<file path="src/rtl/sort4_serializer.sv">
// Buffers up to GROUPS sorted 4-element groups and streams them out one element per handshake, smallest first.
// Optional unsigned order check on accepted groups: define SORT4_SERIALIZER_ORDER_CHECK_EN.
module sort4_serializer #(
    parameter int unsigned WIDTH  = 8,
    parameter int unsigned GROUPS = 2
) (
    input  logic             clk,
    input  logic             rst_n,
    input  logic             in_valid,
    output logic             in_ready,
    input  logic [WIDTH-1:0] a_in,
    input  logic [WIDTH-1:0] b_in,
    input  logic [WIDTH-1:0] c_in,
    input  logic [WIDTH-1:0] d_in,
    output logic             out_valid,
    input  logic             out_ready,
    output logic [WIDTH-1:0] out_data,
    output logic [1:0]       out_idx,
    output logic             out_last,
    output logic             order_err,
    output logic [7:0]       err_cnt
);

    localparam int unsigned PW = $clog2(GROUPS);
    localparam logic [PW:0] FULL = (PW+1)'(GROUPS);

    typedef logic [3:0][WIDTH-1:0] group_t;

    group_t          mem_q [GROUPS];
    group_t          mem_d [GROUPS];
    logic [PW-1:0]   wr_ptr_q, wr_ptr_d;
    logic [PW-1:0]   rd_ptr_q, rd_ptr_d;
    logic [PW:0]     count_q, count_d;
    logic [1:0]      idx_q, idx_d;
    logic            push, pop_step, pop_group;

    // Handshake readiness comes from registered occupancy only; no pass-through when full.
    assign in_ready  = (count_q < FULL);
    assign out_valid = (count_q != '0);
    assign out_data  = mem_q[rd_ptr_q][idx_q];
    assign out_idx   = idx_q;
    assign out_last  = out_valid && (idx_q == 2'd3);

    always_comb begin
        push      = in_valid && in_ready;
        pop_step  = out_valid && out_ready;
        pop_group = pop_step && (idx_q == 2'd3);

        mem_d = mem_q;
        if (push) begin
            mem_d[wr_ptr_q] = {d_in, c_in, b_in, a_in};
        end

        wr_ptr_d = push      ? wr_ptr_q + (PW)'(1) : wr_ptr_q;
        rd_ptr_d = pop_group ? rd_ptr_q + (PW)'(1) : rd_ptr_q;
        idx_d    = pop_step  ? idx_q + 2'd1        : idx_q;

        count_d = count_q;
        case ({push, pop_group})
            2'b10:   count_d = count_q + (PW+1)'(1);
            2'b01:   count_d = count_q - (PW+1)'(1);
            default: count_d = count_q;
        endcase
    end

    always_ff @(posedge clk or negedge rst_n) begin
        if (!rst_n) begin
            for (int unsigned i = 0; i < GROUPS; i++) begin
                mem_q[i] <= '0;
            end
            wr_ptr_q <= '0;
            rd_ptr_q <= '0;
            count_q  <= '0;
            idx_q    <= '0;
        end else begin
            mem_q    <= mem_d;
            wr_ptr_q <= wr_ptr_d;
            rd_ptr_q <= rd_ptr_d;
            count_q  <= count_d;
            idx_q    <= idx_d;
        end
    end

`ifdef SORT4_SERIALIZER_ORDER_CHECK_EN
    logic       sorted;
    logic       err_q, err_d;
    logic [7:0] cnt_q, cnt_d;

    always_comb begin
        sorted = (a_in <= b_in) && (b_in <= c_in) && (c_in <= d_in);
        err_d  = err_q;
        cnt_d  = cnt_q;
        if (push && !sorted) begin
            err_d = 1'b1;
            if (cnt_q != 8'hFF) begin
                cnt_d = cnt_q + 8'd1;
            end
        end
    end

    always_ff @(posedge clk or negedge rst_n) begin
        if (!rst_n) begin
            err_q <= 1'b0;
            cnt_q <= '0;
        end else begin
            err_q <= err_d;
            cnt_q <= cnt_d;
        end
    end

    assign order_err = err_q;
    assign err_cnt   = cnt_q;
`else
    assign order_err = 1'b0;
    assign err_cnt   = '0;
`endif

endmodule

</file>
<file path="config.mk">
export PLATFORM = sky130hd
export DESIGN_NAME = sort4_serializer
export DESIGN_NICKNAME = d
export VERILOG_FILES = /design/src/rtl/sort4_serializer.sv
export SDC_FILE = /design/constraint.sdc
export NUM_CORES = 1
export LEC_CHECK = 0
export CAP_MARGIN = 20
export CORE_ASPECT_RATIO = 1.1
export CORE_MARGIN = 2
export CORE_UTILIZATION = 48
export DETAILED_ROUTE_END_ITERATION = 10
export GPL_TIMING_DRIVEN = 0
export MAX_ROUTING_LAYER = met4
export PLACE_DENSITY = 0.79
export SETUP_SLACK_MARGIN = 0.1
export SYNTH_ARGS = -nofsm -noshare
export SYNTH_HDL_FRONTEND = slang
export SYNTH_SLANG_ARGS = --single-unit
</file>
<file path="constraint.sdc">
create_clock -name clk -period 3.9 [get_ports clk]
set_input_delay 0.975 -clock clk [delete_from_list [all_inputs] [get_ports clk]]
set_output_delay 0.975 -clock clk [all_outputs]
set_load 0.02 [all_outputs]
</file>
# Word level (Yosys, flattened, before mapping)
# Index checks and enable logic that the tools add are counted.
[totals]
reg_bits = 70
latchBits = 0
mem_bits_rw = 0
wordCells = 43
memories = 0
input_bits = 36
output_inout_bits = 22
romBits = 0
[classes]
mul = 0
shift = 0
eq_ne = 3
reduce_logical = 7
div_mod_pow = 0
n_mux = 9
order_cmp = 5
bitwise_logic = 2
add_sub_neg = 5
[ops]
columns = ["cell", "n"]
rows = [
  ["two-way mux 32 bit", 4],
  ["bitwise mux 64 bit", 1],
  ["demux 32 bit (select 1 bit)", 1],
  ["binary-select mux 8 bit (select 2 bit)", 1],
  ["two-way mux 8 bit", 1],
  ["logical AND 1 bit", 5],
  ["adder 2 x 1 -> 2 bit, second input constant", 2],
  ["equality test 2 bit, second input constant", 2],
  ["greater-or-equal comparator 2 bit, second input constant", 2],
  ["NOT 1 -> 2 bit", 2],
  ["case mux 2 bit (2 select lines)", 1],
  ["nonzero test 2 bit", 2],
  ["< comparator 2 x 3 -> 1 bit, second input constant", 1],
  ["adder 1 bit, second input constant", 2],
  ["equality test 2 x 1 -> 1 bit, second input constant", 1],
  ["< comparator 2 x 1 -> 1 bit, second input constant", 1],
  ["< comparator 2 bit, second input constant", 1],
  ["subtractor 2 x 1 -> 2 bit, second input constant", 1],
]

# Depth between registers and ports, before layout
[logic_depth]
word_depth = 6
ltp_mapped = 7
mapped_depth_nobuf = 7

# Worst setup path after synthesis
# OpenSTA, ideal clock, no wires.
[synth_path]
path_type = "register to output"
start = "register idx_q[1] (netlist: out_idx[1])"
end = "output out_data[0]"
path_stages_with_launch = 5
required_ps = 2925
n_path_buf = 2
t_arrival_ps = 1542
path_slack_ps = 1383
path_cell_list = "dfrtp_1 > clkbuf_1 > buf_2 > mux4_1 > mux2_2"
[synth_via]
elab_chain_cells = 2
[synth_rtl]
columns = ["item", "line_no", "source"]
rows = [
  ["start, declared", "34", "logic [1:0] idx_q, idx_d;"],
  ["start signal, assigned", "80", "idx_q <= idx_d;"],
  ["binary-select mux 8 bit (select 2 bit)", "40", "assign out_data = mem_q[rd_ptr_q][idx_q];"],
  ["two-way mux 8 bit (not written as such)", "40", ""],
  ["end, declared", "17", "output logic [WIDTH-1:0] out_data,"],
]
# Every way passes these cells. The select of a mux whose other input is x is not followed.

# Worst setup path after layout
[layout_path]
start = "register idx_q[1] (netlist: out_idx[1])"
end = "output out_data[3]"
# The elaborated chain is that of the path after synthesis.

==> impl_metrics.py <==
metrics = {
    "power": {
        "worst_ir_drop_vdd_mv": 0.534,
        "post-layout-total-power_w": 0.00348,
        "power.combinational.fraction": 0.480,
        "static-leakage-power_nw": 1.76,
        "power_frac_clock": 0.155,
        "power.sequential.fraction": 0.365,
        "net_switching_power_figure_w": 0.00110,
        "internal_power_w": 0.00238,
        "sw_frac_of_total": 0.315,
        "pwr_density_cell_nw_per_um2": 858,
    },
    "global_route": {
        "global_route_wire_length_before_repair_um": 9440,
        "tot_gr_track_use": 0.182,
        "grt.overflow.total": 0,
        "grt_antenna_before_repair": 0,
        "first_global_vias": 1889,
        "largest_net_degree_at_the_start_of_global_routing": 71,
    },
    "final_layout": {
        "layout.nets": 302,
        "post_route_cells_drive_above_1_share": 0.394,
        "antenna_cells": 0,
        "utilization": 0.616,
        "syn_to_final_growth_pct": 24.4,
        "regArea_um2": 1750,
        "multi_input_area_um2": 1400,
        "number_of_fill_cells": 516,
    },
    "synthesis": {
        "netlist_instances": 197,
        "netlist_area_um2": 3260,
        "yosysWarnings": 0,
        "yosysSeqAreaShare": 0.537,
        "synth_cell_types": 22,
        "post_synth.cell_area_avg_um2": 16.6,
        "ys_dominant_reg_cell": "dfrtp_1",
        "synth-seq-cells": 70,
        "ys_top_cells_by_area": "dfrtp_1 (54%), mux2_2 (25%), mux4_1 (13%)",
        "netlist_top_cells_count": "mux2_2 (71), dfrtp_1 (70), mux4_1 (16)",
        "synth.top_cell.area_share": 0.537,
        "synth.most_common_cell": "mux2_2",
        "netlist.top_cell.by_area": "dfrtp_1",
        "synth_enable_flop_cells": 0,
        "post_synth_arst_share": 1.00,
    },
    "timing": {
        "tightest_slew_ns": 0.864,
        "final.setup_skew_ns": 0.00773,
        "min_period_over_period": 0.937,
        "final-max-slew-violation-count": 0,
        "period_minus_slack_ns": 3.66,
        "setup_violations": 0,
        "maxSlewHeadroom": 0.424,
        "hold_violations": 0,
        "max_clock_freq_mhz": 274,
        "grt_setup_unrepaired": "no",
    },
    "clocking": {
        "clk_pin_slew_worst_paths_ns": 0.07,
        "cts-resized-gates": 0,
        "total_clock_buffers_created_by_cts": 9,
        "clock_sinks": 70,
        "cts_max_level": 3,
        "clk-insertion-delay-late_ns": 0.34,
        "cts_tree": "yes",
        "clockBufferDepth": 2,
        "cts.root.buffer_cell": "clkbuf_8",
        "cts_setup_buffers": 0,
        "ctsHoldBuffers": 0,
    },
    "route": {
        "post-route-drc-count": 0,
        "dr_total_vias": 1880,
        "route.antenna.remaining_nets": 0,
        "vias_per_cell": 5.36,
        "detail_route.iter0.violations": 61,
        "finalWirelength_um": 6000,
        "first_pass_iters": 4,
        "wl_per_cell_um": 17.1,
    },
    "setup_path": {
        "startpoint_type": "register",
        "worstSetupEndpoint": "out_data[3]",
        "max_stage_delay_ns": 0.55,
        "r2r-end": "mem_q[46]",
        "critPathArrivalTime_ns": 2.68,
        "reg2regPathDepth": 4,
        "worst_r2r_startpoint": "count_q[1]",
        "crit_path_start": "out_idx[1]",
        "critPathMaxFanout": 10,
        "worst-r2r-setup-slack_ns": 2.09,
        "path_cells": "clkbuf_1 > buf_2 > mux4_1 > mux2_2 > clkdlybuf4s50_1",
        "timing_worst_setup_path_type": "register to output pin",
        "crit_slowest_cell": "clkdlybuf4s50_1",
        "critPathCaptureType": "output pin",
        "cp_data_required_time_ns": 2.92,
    },
    "floorplanning": {
        "rows": 31,
        "floorplan.die_area_um2": 7470,
        "starting_density": 0.495,
        "die_width_um": 82.6,
        "pin_count": 58,
        "core_area_um2": 6590,
        "die-height_um": 90.5,
    },
    "place": {
        "buffer_ports.inserted": 48,
        "gpl.final_weighted_congestion": 0.701,
        "dp.final_hpwl_um": 4030,
    },
    "outcome": {
        "outcome": "completed",
    },
    "min_path": {
        "holdCritPathClass": "register to register",
    },
    "job": {
        "maxCapViolations": 0,
    },
}
## through the flow
step	hold WS, ns	std cells	area [um2]	worst slack [ns]	setup TNS [ns]
final	0.488	351	4060	0.245	0
after detailed placement	0.474	335	3870	0.585	0
after global placement	0.462	335	3880	-0.448	-31.16
after CTS	0.490	351	4060	0.190	0
after floorplan	0.449	205	3290	1.38	0
after global routing	0.509	351	4060	0.110	0
## critical path: cells and delay by family, from the launching register on
| kind | cells | cell delay, ns |
|---|---|---|
| mux | 2 | 0.62 |
| flops | 1 | 0.37 |
| buf+inv | 3 | 1.34 |
## state kept, by name, indices dropped and copies added (netlist names)
name and count:
wr_ptr_q 1, count_q 2, mem_q 64, rd_ptr_q 1, out_idx 2
## cells in the final DEF (no fill, tap or decap)
master,instances
nand2_1,1
or2_2,1
ha_1,2
clkinvlp_4,1
clkbuf_8,12
o21a_1,1
buf_4,10
buf_2,7
and2_1,1
dfrtp_1,70
nor2_1,2
mux2_1,2
clkbuf_1,2
clkinv_2,2
buf_12,1
buf_1,1
inv_1,1
mux2_2,71
nand3_1,1
mux4_1,16
buf_6,1
xnor2_1,5
conb_1,9
nand2b_1,1
clkdlybuf4s50_1,47
xor2_1,1
## final cells by class
class | count | area share
buffer | 20 | 0.0348
clock buffer | 13 | 0.0416
clock inverter | 3 | 0.00431
inverter | 1 | 0.000925
multi-input combinational | 114 | 0.344
sequential | 70 | 0.431
tap | 82 | 0.0253
timing repair buffer | 48 | 0.118
## layer usage
| metal | share of wire | vias to the layer above | track usage |
|---|---|---|---|
| met1 | 0.46 | 965 | 0.238 |
| met5 | 0 | - | - |
| met3 | 0.048 | 11 | 0.0540 |
| met2 | 0.48 | 51 | 0.272 |
| met4 | 0.016 | 0 | 0.0615 |
| li1 | - | 853 | - |
## power groups by stage
stage | clock, W | sequential [W] | combinational, W
2_1_floorplan | 0 | 0.00124 | 0.00118
6_report | 0.000540 | 0.00127 | 0.00167
3_3_place_gp | 0 | 0.00127 | 0.00166
3_5_place_dp | 0 | 0.00129 | 0.00169
4_1_cts | 0.000559 | 0.00127 | 0.00170
5_1_grt | 0.000596 | 0.00132 | 0.00179
## worst min-delay path by stage
stage | from | to | depth (start not counted)
floorplan | mem_q[58] | mem_q[58] | 1
global placement | mem_q[58] | mem_q[58] | 1
detailed placement | mem_q[58] | mem_q[58] | 1
CTS | mem_q[58] | mem_q[58] | 1
global route | mem_q[5] | mem_q[5] | 1
finish | mem_q[58] | mem_q[58] | 1
## kinds of logic after synthesis
family,after synthesis,synth area share
fa+ha+maj,2,0.00767
mux,89,0.381
simple gates,7,0.0107
flops,70,0.537
buf+inv,21,0.0445
xor+xnor,6,0.0161
compound gates,1,0.00230
other cells,1,0.00115
Note: power is estimated with default switching activity, not from simulation.
